File: src/rtl/rc4_key_search_ctrl_if.sv
// Handshake bundle between the RC4 key-search sequencer and the per-key
// phase engines (init, shuffle, decrypt) plus the search status outputs.
interface rc4_key_search_ctrl_if;
    logic        start;
    logic        abort;
    logic        init_done;
    logic        shuffle_done;
    logic        decrypt_done;
    logic        char_valid;
    logic [7:0]  char_data;
    logic        sub_reset;
    logic        init_start;
    logic        shuffle_start;
    logic        decrypt_start;
    logic [23:0] secret_key;
    logic        busy;
    logic        found;
    logic        exhausted;
    logic [23:0] found_key;

    // Side that commands the search and hosts the phase engines
    modport master (
        output start, abort, init_done, shuffle_done, decrypt_done,
               char_valid, char_data,
        input  sub_reset, init_start, shuffle_start, decrypt_start,
               secret_key, busy, found, exhausted, found_key
    );

    // The sequencer itself
    modport slave (
        input  start, abort, init_done, shuffle_done, decrypt_done,
               char_valid, char_data,
        output sub_reset, init_start, shuffle_start, decrypt_start,
               secret_key, busy, found, exhausted, found_key
    );
endinterface

File: src/rtl/rc4_key_search_ctrl.sv
// Brute-force RC4 key search sequencer: walks candidate keys from KEY_START
// to KEY_END, runs clear/init/shuffle/decrypt for each, screens decrypted
// bytes and stops on the first key whose whole message is printable.
module rc4_key_search_ctrl #(
    parameter int unsigned KEY_WIDTH = 22,
    parameter int unsigned KEY_START = 0,
    parameter int unsigned KEY_END   = (1 << 22) - 1,
    parameter int unsigned MSG_LEN   = 32
) (
    input logic                 CLOCK_50,
    input logic                 reset_n,
    rc4_key_search_ctrl_if.slave bus
);
    localparam int unsigned CW = $clog2(MSG_LEN + 1);
    localparam logic [KEY_WIDTH-1:0] KEY_FIRST = KEY_WIDTH'(KEY_START);
    localparam logic [KEY_WIDTH-1:0] KEY_LAST  = KEY_WIDTH'(KEY_END);
    localparam logic [CW-1:0]        LAST_IDX  = CW'(MSG_LEN - 1);

    typedef enum logic [3:0] {
        IDLE, CLEAR, INIT_GO, INIT_WAIT, SHUF_GO, SHUF_WAIT,
        DEC_GO, DEC_WAIT, NEXT_KEY, FOUND, EXHAUSTED
    } state_t;

    state_t               state_q, state_d;
    logic [KEY_WIDTH-1:0] key_q;
    logic [23:0]          found_key_q;
    logic [CW-1:0]        byte_count;
    logic                 key_load, key_inc, cnt_clr, cnt_inc, hit;
    logic                 is_print;

    // State register
    always_ff @(posedge CLOCK_50 or negedge reset_n) begin
        if (!reset_n) state_q <= IDLE;
        else          state_q <= state_d;
    end

    // Next-state logic and datapath strobes; abort overrides everything
    always_comb begin
        state_d  = state_q;
        key_load = 1'b0;
        key_inc  = 1'b0;
        cnt_clr  = 1'b0;
        cnt_inc  = 1'b0;
        hit      = 1'b0;
        is_print = (bus.char_data == 8'h20) ||
                   (bus.char_data >= 8'h61 && bus.char_data <= 8'h7A);
        if (bus.abort) begin
            state_d = IDLE;
        end else begin
            case (state_q)
                IDLE, FOUND, EXHAUSTED: if (bus.start) begin
                    state_d  = CLEAR;
                    key_load = 1'b1;
                end
                CLEAR: begin
                    state_d = INIT_GO;
                    cnt_clr = 1'b1;
                end
                INIT_GO:   state_d = INIT_WAIT;
                INIT_WAIT: if (bus.init_done) state_d = SHUF_GO;
                SHUF_GO:   state_d = SHUF_WAIT;
                SHUF_WAIT: if (bus.shuffle_done) state_d = DEC_GO;
                DEC_GO:    state_d = DEC_WAIT;
                DEC_WAIT: begin
                    if (bus.char_valid) begin
                        if (!is_print) begin
                            state_d = NEXT_KEY;
                        end else if (byte_count == LAST_IDX) begin
                            state_d = FOUND;
                            hit     = 1'b1;
                        end else begin
                            cnt_inc = 1'b1;
                        end
                    end else if (bus.decrypt_done) begin
                        // decrypt ended before a full message: reject
                        state_d = NEXT_KEY;
                    end
                end
                NEXT_KEY: begin
                    if (key_q == KEY_LAST) begin
                        state_d = EXHAUSTED;
                    end else begin
                        state_d = CLEAR;
                        key_inc = 1'b1;
                    end
                end
                default: state_d = IDLE;
            endcase
        end
    end

    // Candidate key, matched key and accepted-byte counter
    always_ff @(posedge CLOCK_50 or negedge reset_n) begin
        if (!reset_n) begin
            key_q       <= KEY_FIRST;
            found_key_q <= '0;
            byte_count  <= '0;
        end else begin
            if (key_load) begin
                key_q       <= KEY_FIRST;
                found_key_q <= '0;
            end else if (key_inc) begin
                key_q <= key_q + 1'b1;
            end
            if (hit) found_key_q <= 24'(key_q);
            if (cnt_clr)      byte_count <= '0;
            else if (cnt_inc) byte_count <= byte_count + 1'b1;
        end
    end

    assign bus.sub_reset     = (state_q == IDLE) || (state_q == CLEAR);
    assign bus.init_start    = (state_q == INIT_GO);
    assign bus.shuffle_start = (state_q == SHUF_GO);
    assign bus.decrypt_start = (state_q == DEC_GO);
    assign bus.busy          = (state_q != IDLE) && (state_q != FOUND) &&
                               (state_q != EXHAUSTED);
    assign bus.found         = (state_q == FOUND);
    assign bus.exhausted     = (state_q == EXHAUSTED);
    assign bus.secret_key    = 24'(key_q);
    assign bus.found_key     = found_key_q;
endmodule

File: src/flat_wrapper.sv
// flat-port wrapper written by rule: the top's interface ports become plain ports
module rc4_key_search_ctrl_flat 
#(
    parameter int unsigned KEY_WIDTH = 22,
    parameter int unsigned KEY_START = 0,
    parameter int unsigned KEY_END   = (1 << 22) - 1,
    parameter int unsigned MSG_LEN   = 32
)
  (CLOCK_50, reset_n, bus_start, bus_abort, bus_init_done, bus_shuffle_done, bus_decrypt_done, bus_char_valid, bus_char_data, bus_sub_reset, bus_init_start, bus_shuffle_start, bus_decrypt_start, bus_secret_key, bus_busy, bus_found, bus_exhausted, bus_found_key);
  rc4_key_search_ctrl_if bus_i ();
  input logic CLOCK_50;
  input logic reset_n;
  input wire logic [$bits(bus_i.start)-1:0] bus_start;
  input wire logic [$bits(bus_i.abort)-1:0] bus_abort;
  input wire logic [$bits(bus_i.init_done)-1:0] bus_init_done;
  input wire logic [$bits(bus_i.shuffle_done)-1:0] bus_shuffle_done;
  input wire logic [$bits(bus_i.decrypt_done)-1:0] bus_decrypt_done;
  input wire logic [$bits(bus_i.char_valid)-1:0] bus_char_valid;
  input wire logic [$bits(bus_i.char_data)-1:0] bus_char_data;
  output wire logic [$bits(bus_i.sub_reset)-1:0] bus_sub_reset;
  output wire logic [$bits(bus_i.init_start)-1:0] bus_init_start;
  output wire logic [$bits(bus_i.shuffle_start)-1:0] bus_shuffle_start;
  output wire logic [$bits(bus_i.decrypt_start)-1:0] bus_decrypt_start;
  output wire logic [$bits(bus_i.secret_key)-1:0] bus_secret_key;
  output wire logic [$bits(bus_i.busy)-1:0] bus_busy;
  output wire logic [$bits(bus_i.found)-1:0] bus_found;
  output wire logic [$bits(bus_i.exhausted)-1:0] bus_exhausted;
  output wire logic [$bits(bus_i.found_key)-1:0] bus_found_key;
  assign bus_i.start = bus_start;
  assign bus_i.abort = bus_abort;
  assign bus_i.init_done = bus_init_done;
  assign bus_i.shuffle_done = bus_shuffle_done;
  assign bus_i.decrypt_done = bus_decrypt_done;
  assign bus_i.char_valid = bus_char_valid;
  assign bus_i.char_data = bus_char_data;
  assign bus_sub_reset = bus_i.sub_reset;
  assign bus_init_start = bus_i.init_start;
  assign bus_shuffle_start = bus_i.shuffle_start;
  assign bus_decrypt_start = bus_i.decrypt_start;
  assign bus_secret_key = bus_i.secret_key;
  assign bus_busy = bus_i.busy;
  assign bus_found = bus_i.found;
  assign bus_exhausted = bus_i.exhausted;
  assign bus_found_key = bus_i.found_key;
  rc4_key_search_ctrl #(.KEY_WIDTH(KEY_WIDTH), .KEY_START(KEY_START), .KEY_END(KEY_END), .MSG_LEN(MSG_LEN)) u_core (.CLOCK_50(CLOCK_50), .reset_n(reset_n), .bus(bus_i));
endmodule
File: config.mk
export PLATFORM = sky130hd
export DESIGN_NAME = rc4_key_search_ctrl_flat
export DESIGN_NICKNAME = d
export VERILOG_FILES = /design/src/rtl/rc4_key_search_ctrl_if.sv /design/src/rtl/rc4_key_search_ctrl.sv /design/src/flat_wrapper.sv
export SDC_FILE = /design/constraint.sdc
export NUM_CORES = 1
export LEC_CHECK = 0
export CAP_MARGIN = 10
export CORE_MARGIN = 4
export CORE_UTILIZATION = 25
export DETAILED_ROUTE_END_ITERATION = 10
export PLACE_DENSITY_LB_ADDON = 0.15
export SLEW_MARGIN = 25
export SYNTH_ARGS = -nofsm -noshare
export SYNTH_HDL_FRONTEND = slang
export SYNTH_SLANG_ARGS = --single-unit
File: constraint.sdc
create_clock -name CLOCK_50 -period 3.57 [get_ports CLOCK_50]
set_input_delay 1.071 -clock CLOCK_50 [delete_from_list [all_inputs] [get_ports CLOCK_50]]
set_output_delay 1.071 -clock CLOCK_50 [all_outputs]
set_load 0.05 [all_outputs]
Yosys cells after proc, flatten, opt, wreduce, memory -nomap -nowiden --
Index checks and enable logic that the tools add are counted.
Storage, ports and cells: register bits after elaboration 56, input port bits 16
Cells by class: add/subtract/negate cells 2, magnitude comparators 2, equality and inequality tests 20, multiplexer cells 34, reductions and logical operators 12
Operator list (number):
- 2-to-1 mux 24 bit | 2
- 2-to-1 mux 22 bit | 2
- 2-to-1 mux 4 bit | 9
- one-hot mux 4 bit (9 select lines) | 1
- adder 22 x 1 -> 22 bit, second input constant | 1
- == test 22 bit, second input constant | 1
- 2-to-1 mux 1 bit | 18
- == test 4 x 3 -> 1 bit, second input constant | 4
- == test 4 bit, second input constant | 3
- 2-to-1 mux 6 bit | 2
- != test 4 bit, second input constant | 3
- != test 3 bit, second input constant | 3
- == test 4 x 2 -> 1 bit, second input constant | 2
- == test 8 x 6 -> 1 bit, second input constant | 1
- greater-or-equal comparator 8 x 7 -> 1 bit, second input constant | 1
- <= comparator 8 x 7 -> 1 bit, second input constant | 1
- adder 6 x 1 -> 6 bit, second input constant | 1
- == test 6 x 5 -> 1 bit, second input constant | 1
- nonzero test 2 bit | 3
- != test 5 bit, second input constant | 1
- AND reduction 5 bit | 1
- == test 4 x 1 -> 1 bit, second input constant | 1
- logical NOT 4 bit | 1
- nonzero test 4 bit | 1
- other kinds (3) | 6

Logic depth before layout (Yosys ltp) --
Gate-level depths: netlist of run 1.
depth after elaboration 9, gate-level depth with buffers 8, gate-level depth less buffers 6

Worst setup path before layout of run 1 --
No wires, ideal clock.
path type register -> output, from register u_core.state_q[3], to output port bus_shuffle_start, arrival time 1.804 ns, required time 2.499 ns, path slack 0.695 ns, cell stages (with the launch flop) 3, path through dfrtp_1 or2b_2 nor3_1
On the way: word-level cells in the longest chain between the ends 1
Ends and longest elaborated chain:
- from (decl) | line rc4_key_search_ctrl.sv:24 | state_t state_q, state_d;
- from (signal assigned) | line rc4_key_search_ctrl.sv:34 | else state_q <= state_d;
- == test 4 x 3 -> 1 bit | line rc4_key_search_ctrl.sv:113 | assign bus.shuffle_start = (state_q == SHUF_GO);
- to (decl) | line flat_wrapper.sv:22 | output wire logic [$bits(bus_i.shuffle_start)-1:0] bus_shuffle_start;
No other way between the ends.

Worst setup path in the final report of run 1 --
from register u_core.state_q[1], to output port bus_busy
On the way: word-level cells in the longest chain between the ends 3
Ends and longest elaborated chain:
- != test 4 bit / nonzero test 4 bit (equally long branches) | line rc4_key_search_ctrl.sv:115 | assign bus.busy = (state_q != IDLE) && (state_q != FOUND) &&
- logical AND 1 bit | line rc4_key_search_ctrl.sv:115
- logical AND 1 bit * | line rc4_key_search_ctrl.sv:115
- to (decl) | line flat_wrapper.sv:25 | output wire logic [$bits(bus_i.busy)-1:0] bus_busy;
Mark *: on every way between the ends. The rest lies on a longest branch, timed or not.

==> results of run 1 <==
[cells in the mapped netlist (3+ instances only)]
library cell | count | area [sq um]
o31ai_1 | 6 | 45.04
or4_1 | 14 | 105.1
nor3_1 | 7 | 35.03
a21oi_1 | 8 | 40.04
nand2_1 | 51 | 191.4
o21ai_1 | 3 | 15.01
nor4_1 | 5 | 31.28
o21ai_0 | 3 | 15.01
inv_1 | 28 | 105.1
or3_1 | 3 | 18.77
o41ai_1 | 3 | 26.28
buf_6 | 4 | 45.04
o311ai_0 | 5 | 43.79
buf_4 | 7 | 52.55
nor2_1 | 15 | 56.30
nand3_1 | 11 | 55.05
o211ai_1 | 9 | 67.56
nand2b_1 | 4 | 25.02
mux2i_1 | 29 | 290.3
buf_2 | 4 | 20.02
xnor2_1 | 5 | 43.79
dfrtp_1 | 54 | 1351
nand4_1 | 7 | 43.79
clkbuf_1 | 4 | 15.01
[critical path, delay by kind of cell (launching register included)]
kind	cells	cell delay, ns
buffers and inverters	1	0.82
DFF	1	0.53
xor gates and xnor gates	1	0.34
AOI/OAI and AO/OA	1	0.19
[how the worst max path moves through the flow]
stage / depth (start not counted) / to
after floorplan: 2 / bus_shuffle_start
after global placement: 7 / u_core.byte_count[3]
after detailed placement: 7 / u_core.byte_count[3]
after CTS: 3 / bus_busy
after global routing: 3 / bus_busy
final: 3 / bus_busy
[flip-flops by register name, indices dropped and copies added, names as in the netlist]
register and flops:
u_core.key_q 22, u_core.byte_count 6, u_core.bus.found_key 22, u_core.state_q 4
[through the flow]
step                      setup slack, ns  instance area, sq um
after floorplan                    0.6953                  3132
after global placement             0.2501                  3906
after detailed placement           0.2366                  3906
after CTS                          0.3253                  4069
after global routing               0.2469                  4075
final                              0.3331                  4075
[power by group]
part / leakage [nW] / switching (mW) / internal (mW)
clock: 0.0781 / 0.220 / 0.332
combinational: 0.892 / 0.271 / 0.137
sequential: 0.750 / 0.0392 / 0.627
total: 1.72 / 0.531 / 1.10
[area by class of cell]
cell class	count	area (sq um)
fill	1314	8036
multi-input combinational	227	1495
sequential	54	1351
timing repair buffer	77	750.7
tap	168	210.2
clock buffer	7	132.6
inverter	28	105.1
clock inverter	1	30.03
[metal layers]
layer	GRT usage [%]	up-vias	part of all wire [%]
li1	-	1308	-
met1	15.93	1267	47
met2	18.96	54	47
met3	2.592	2	4.7
met4	1.790	0	0.35
met5	0	-	0
[cell families (layout without fill, tap and decap cells)]
logic type | count (synthesis) | in the layout | share of synthesized area (%)
and+or+nand+nor | 129 | 129 | 21.61
AOI/OAI and AO/OA | 57 | 57 | 13.83
DFF | 54 | 54 | 43.30
buffers and inverters | 50 | 113 | 9.342
muxes | 29 | 29 | 9.302
xor gates and xnor gates | 6 | 6 | 1.684
adders and majority gates | 2 | 2 | 0.8018
other | 1 | 4 | 0.1202
==> results.rst, run 1 <==
.. list-table::
   :header-rows: 1

   * - Metric
     - Value
   * - Status
     - finished, final reports clean
   * - Setup TNS Final
     - 0 ns
   * - Antenna violations before repair
     - 0
   * - Netlist Area Pre-Place
     - 3120 sq um
   * - Initial core utilization
     - 25.76%
   * - Kind of end point of the critical path
     - primary output
   * - Most common library cell in the layout ignoring fill and taps
     - clkdlybuf4s50_1
   * - Number of nets in the layout
     - 411
   * - Io pins
     - a little over 70
   * - Most frequent cells in the layout
     - 65 x clkdlybuf4s50_1, 54 x dfrtp_1, 51 x nand2_1
   * - Predominant post-synthesis flop cell
     - dfrtp_1
   * - H-Tree Depth
     - 2
   * - Resized cells post-CTS
     - 0
   * - Final setup violation count
     - 0
   * - R2R depth
     - 7
   * - Fraction of final layout cells sized beyond drive strength 1
     - between 7 and 8%
   * - Wire per inst
     - roughly 15 um
   * - Required time of the worst setup path
     - 2.50 ns
   * - Hold path startpoint
     - u_core.bus.found_key[11]
   * - Top achievable clock speed
     - 0.3089 GHz
   * - Startpoint type of the worst setup path
     - register
   * - Antenna Violating Nets Remaining
     - 0
   * - Total wire length after detailed routing
     - a little over 8000 um
   * - Launching instance or port of the critical path
     - u_core.state_q[1]
   * - Cell at the root of the clock tree
     - clkbuf_16
   * - Worst R2R Start
     - u_core.state_q[3]
   * - Largest net degree at the start of global routing
     - 36
   * - Cell count after placement
     - 554
   * - Relative slew slack
     - a little over a third
   * - Power density normalized to cell area
     - 399.4 nW/um^2
   * - Antenna diode instance count
     - 0
   * - Data arrival time at the worst-slack endpoint
     - 2.17 ns
   * - Number of optimization iterations in the first detailed-route pass
     - 5
   * - Total power after layout
     - 1.628 mW
   * - Max Transition Viols Final
     - 0
   * - CTS tree
     - done
   * - Skew-Pair Late Insertion Delay
     - roughly 0.29 ns
   * - Hold Vio Cnt, Final
     - 0
   * - Sinks on the clock net
     - 54
   * - Number of global-route vias before repair
     - 2,704
   * - Total overflow reported by the global router
     - 0
   * - Sequential cell area fraction in the yosys report
     - 43.30%
   * - Path category of the worst min-delay check
     - reg2reg
   * - Cell-by-cell listing of the critical path
     - xnor2_1 > a211o_1 > clkdlybuf4s50_1
   * - Area of the die
     - 14,330 sq um
   * - Slowest library cell on the worst path
     - clkdlybuf4s50_1
   * - Count of port buffers added during placement
     - 66
   * - Number of standard cells in the layout, taps in and fillers out
     - 562
   * - IR Drop Worst-Case VDD
     - about 0.3 mV
   * - Asr flop ratio synth
     - 100.0%
   * - Depth of the worst hold-timing path
     - 2
   * - End point of the worst hold path
     - u_core.bus.found_key[11]
   * - Leakage dissipation
     - 1.720 nW
   * - RSZ-0062 raised after global routing
     - no
   * - Number of buffers between clock root and the deepest sink
     - 2
   * - Final critical-path share of the clock period
     - 90.67%
   * - Final weighted congestion in routability-driven placement
     - between 0.8 and 0.9
   * - Shortest clock period the worst path allows after layout
     - 3.237 ns
   * - Slew at the pin closest to its max-slew limit
     - around 0.94 ns
   * - Library cells used by synthesis
     - 52
   * - Clock buffers created by TritonCTS
     - 5
   * - Warning count from the yosys run
     - 0
   * - Number of maximum-capacitance violations
     - 0
   * - Area delta synth->final
     - 30.59%
   * - Utilization after layout
     - 33.65%
   * - Maximum cell stage delay along the critical path
     - 0.82 ns
   * - Total DRC errors in the routed layout
     - 0
   * - Worst Hold Slack
     - 0.5258 ns
   * - Clock-pin slew of the registers on the worst-case setup and hold paths
     - 0.07 ns
   * - Worst Setup Path Type
     - reg2out
   * - Overall die height
     - approximately 120 um
   * - Total routing usage reported by global routing
     - 11.56%
   * - Hpwl dp
     - a little over 6000 um
   * - Post-synthesis cell count
     - 328
   * - Capturing point of the worst reg2reg path
     - u_core.key_q[19]
   * - Number of placement rows
     - 40
   * - First-pass GRT wire length
     - 13,860 um
   * - Total of hold buffers inserted after clock tree synthesis
     - 0
   * - Floorplan core area
     - 12,110 sq um
   * - Flops & latches, synth
     - 54
   * - Setup clock skew after layout
     - 0.006560 ns
   * - Die Span X
     - roughly 120 um
   * - Average via count per standard cell
     - 4.681
   * - Number of design-rule violations left by the first detailed-router iteration
     - 141
   * - Post-CTS Setup Repair Bufs
     - 0
   * - Critical-path maximum fanout
     - 12
   * - Register-to-register setup slack
     - 1.25 ns
   * - Number of synthesized flops with an enable pin
     - 0
   * - Synthesized area divided by synthesized cell count
     - between 9 and 10 sq um
   * - Total via count after detailed routing
     - 2,631
Note: power is estimated with default switching activity, not from simulation.
==> run 2, diff against run 1 <==
==> constraint.sdc (replaced) <==
create_clock -name CLOCK_50 -period 3.57 [get_ports CLOCK_50]
set_input_delay 1.071 -clock CLOCK_50 [delete_from_list [all_inputs] [get_ports CLOCK_50]]
set_output_delay 1.071 -clock CLOCK_50 [all_outputs]
set_load 0.02 [all_outputs]
==> run 2 against run 1 <==
Against the previous run: sequential share of layout area rose by 0.25 points; largest power group unchanged; sequential power increased by 1%; non-clock buffer count decreased by 2; power decreased by 7.0%; critical endpoint is now bus_shuffle_start; clock skew fell by 0.0025 ns; cell area is 0.74% lower; clock power decreased by 9.6%; register-to-register slack got worse by 0.02 ns; routed wire length down 0.40%; combinational power decreased by 17%.
==> results.rst, run 2 (synthesis results as in run 1) <==
.. list-table::
   :header-rows: 1

   * - Metric
     - Value
   * - Total via count after detailed routing
     - 2,641
   * - Number of standard cells in the layout, taps in and fillers out
     - 560
   * - Io pins
     - 71
   * - Total of hold buffers inserted after clock tree synthesis
     - 0
   * - Shortest clock period the worst path allows after layout
     - roughly 3.1 ns
   * - Hold Vio Cnt, Final
     - 0
   * - Area of the multi-input gates
     - between 1000 and 1500 sq um
   * - Antenna violations before repair
     - 0
   * - Number of optimization iterations in the first detailed-route pass
     - 6
   * - Fraction of final layout cells sized beyond drive strength 1
     - 7.398%
   * - Required time of the worst setup path
     - approximately 2.5 ns
   * - Clock buffers created by TritonCTS
     - 5
   * - Placed inst area
     - around 3900 sq um
   * - Cell count after placement
     - 552
   * - Antenna Violating Nets Remaining
     - 0
   * - Floorplan core area
     - ~12,000 sq um
   * - Average via count per standard cell
     - 4.716
   * - Kind of end point of the critical path
     - primary output
   * - R2R depth
     - 6
   * - Count of port buffers added during placement
     - 66
   * - Final weighted congestion in routability-driven placement
     - 0.7888
   * - Number of nets in the layout
     - 409
   * - Clock-pin slew of the registers on the worst-case setup and hold paths
     - approximately 0.070 ns
   * - Total routing usage reported by global routing
     - around 11%
   * - Startpoint type of the worst setup path
     - register
   * - Leakage dissipation
     - ~1.7 nW
   * - Area delta synth->final
     - 29.63%
   * - Resized cells post-CTS
     - 0
   * - Area of all placed cells without fillers
     - 4045 sq um
   * - Path category of the worst min-delay check
     - reg2reg
   * - Slew at the pin closest to its max-slew limit
     - approximately 0.94 ns
   * - Number of global-route vias before repair
     - between 2k and 3k
   * - Top achievable clock speed
     - 0.3221 GHz
   * - Total wire length after detailed routing
     - 8284 um
   * - Depth of the worst hold-timing path
     - 2
   * - Number of design-rule violations left by the first detailed-router iteration
     - ~130
   * - Total overflow reported by the global router
     - 0
   * - Status
     - finished, final reports clean
   * - Number of buffers between clock root and the deepest sink
     - 2
   * - Final setup violation count
     - 0
   * - Overall die height
     - 119.7 um
   * - Power density normalized to cell area
     - 374.1 nW/um^2
   * - Worst Setup Path Type
     - reg2out
   * - Wire per inst
     - 14.79 um
   * - Sinks on the clock net
     - 54
   * - CTS tree
     - done
   * - Largest net degree at the start of global routing
     - 36
   * - Cell at the root of the clock tree
     - clkbuf_16
   * - Register area
     - 1351 sq um
   * - Skew-Pair Late Insertion Delay
     - 0.29 ns
   * - Number of placement rows
     - 40
   * - IR Drop Worst-Case VDD
     - 0.2146 mV
   * - Area of the die
     - 14,330 sq um
   * - Antenna diode instance count
     - 0
   * - Setup clock skew after layout
     - between 0.004 and 0.005 ns
   * - Fill count
     - 1,293
   * - Critical-path maximum fanout
     - 15
   * - Most frequent cells in the layout
     - 65 x clkdlybuf4s50_1, 54 x dfrtp_1, 51 x nand2_1
   * - Total DRC errors in the routed layout
     - 0
   * - Hpwl dp
     - 6071 um
   * - Number of maximum-capacitance violations
     - 0
   * - Data arrival time at the worst-slack endpoint
     - 2.03 ns
   * - Post-CTS Setup Repair Bufs
     - 0
   * - H-Tree Depth
     - 2
   * - RSZ-0062 raised after global routing
     - no
   * - First-pass GRT wire length
     - 13,510 um
   * - Setup TNS Final
     - 0 ns
   * - Most common library cell in the layout ignoring fill and taps
     - clkdlybuf4s50_1
   * - Final critical-path share of the clock period
     - 86.97%
   * - Initial core utilization
     - 25.76%
   * - Relative slew slack
     - 36.05%
   * - Final critical-path setup slack
     - 0.4650 ns
   * - Max Transition Viols Final
     - 0
   * - Die Span X
     - 119.7 um
   * - Worst setup slack after placement
     - approximately 0.25 ns
-- run 2: cell count changes in the layout (fill, tap and decap cells not counted) --
cell       previous run  this run
clkbuf_1              2         1
clkbuf_8              0         1
bufinv_16             1         0
clkinv_2              0         1
buf_4                10         8
-- run 2: worst paths after layout --
path | from | endpoint | slack [ns]
max | u_core.state_q[3] | bus_shuffle_start | 0.47
min | u_core.bus.found_key[13] | u_core.bus.found_key[13] | 0.52
max reg2reg | u_core.state_q[3] | u_core.key_q[19] | 1.23
min reg2reg | u_core.bus.found_key[13] | u_core.bus.found_key[13] | 0.52
max in group asynchronous | reset_n | u_core.key_q[19] | 2.02
min in group asynchronous | reset_n | u_core.bus.found_key[14] | 0.88
-- run 2: per-stage QoR --
stage | power, mW | hold WS, ns | util [%]
after floorplan | 0.9031 | 0.4889 | -
after global placement | 1.029 | 0.5122 | 32.13
after detailed placement | 1.027 | 0.5197 | 32.13
after CTS | 1.541 | 0.5303 | 33.35
after global routing | 1.592 | 0.5513 | 33.40
final | 1.513 | 0.5230 | 33.40
-- run 2: critical path, stage by stage (launching register included) --
cell             delay [ns]
dfrtp_1                0.54
or2b_2                 0.42
nor3_1                 0.15
clkdlybuf4s50_1        0.63
-- run 2: final cells by class --
| class | instances | share of cell area [%] |
|---|---|---|
| Timing Repair Buffer | 75 | 18.19 |
| Clock inverter | 1 | 0.1237 |
| Sequential cell | 54 | 33.41 |
| Clock buffer | 7 | 3.526 |
| Inverter | 28 | 2.598 |
| Multi-Input combinational cell | 227 | 36.96 |
| Tap cell | 168 | 5.196 |
-- run 2: per-layer routing --
metal / GRT usage, % / up-vias / routed length [um]
met5: 0 / - / 0
met4: 2.147 / 0 / 70
met3: 2.498 / 5 / 449
met2: 18.89 / 64 / 3884
met1: 15.46 / 1269 / 3880
li1: - / 1303 / -
-- run 2: power breakdown --
group	internal [mW]	switching, mW	total [mW]
Sequential	0.627	0.0464	0.674
Clock	0.279	0.221	0.500
Combinational	0.134	0.206	0.340
Total	1.04	0.473	1.51
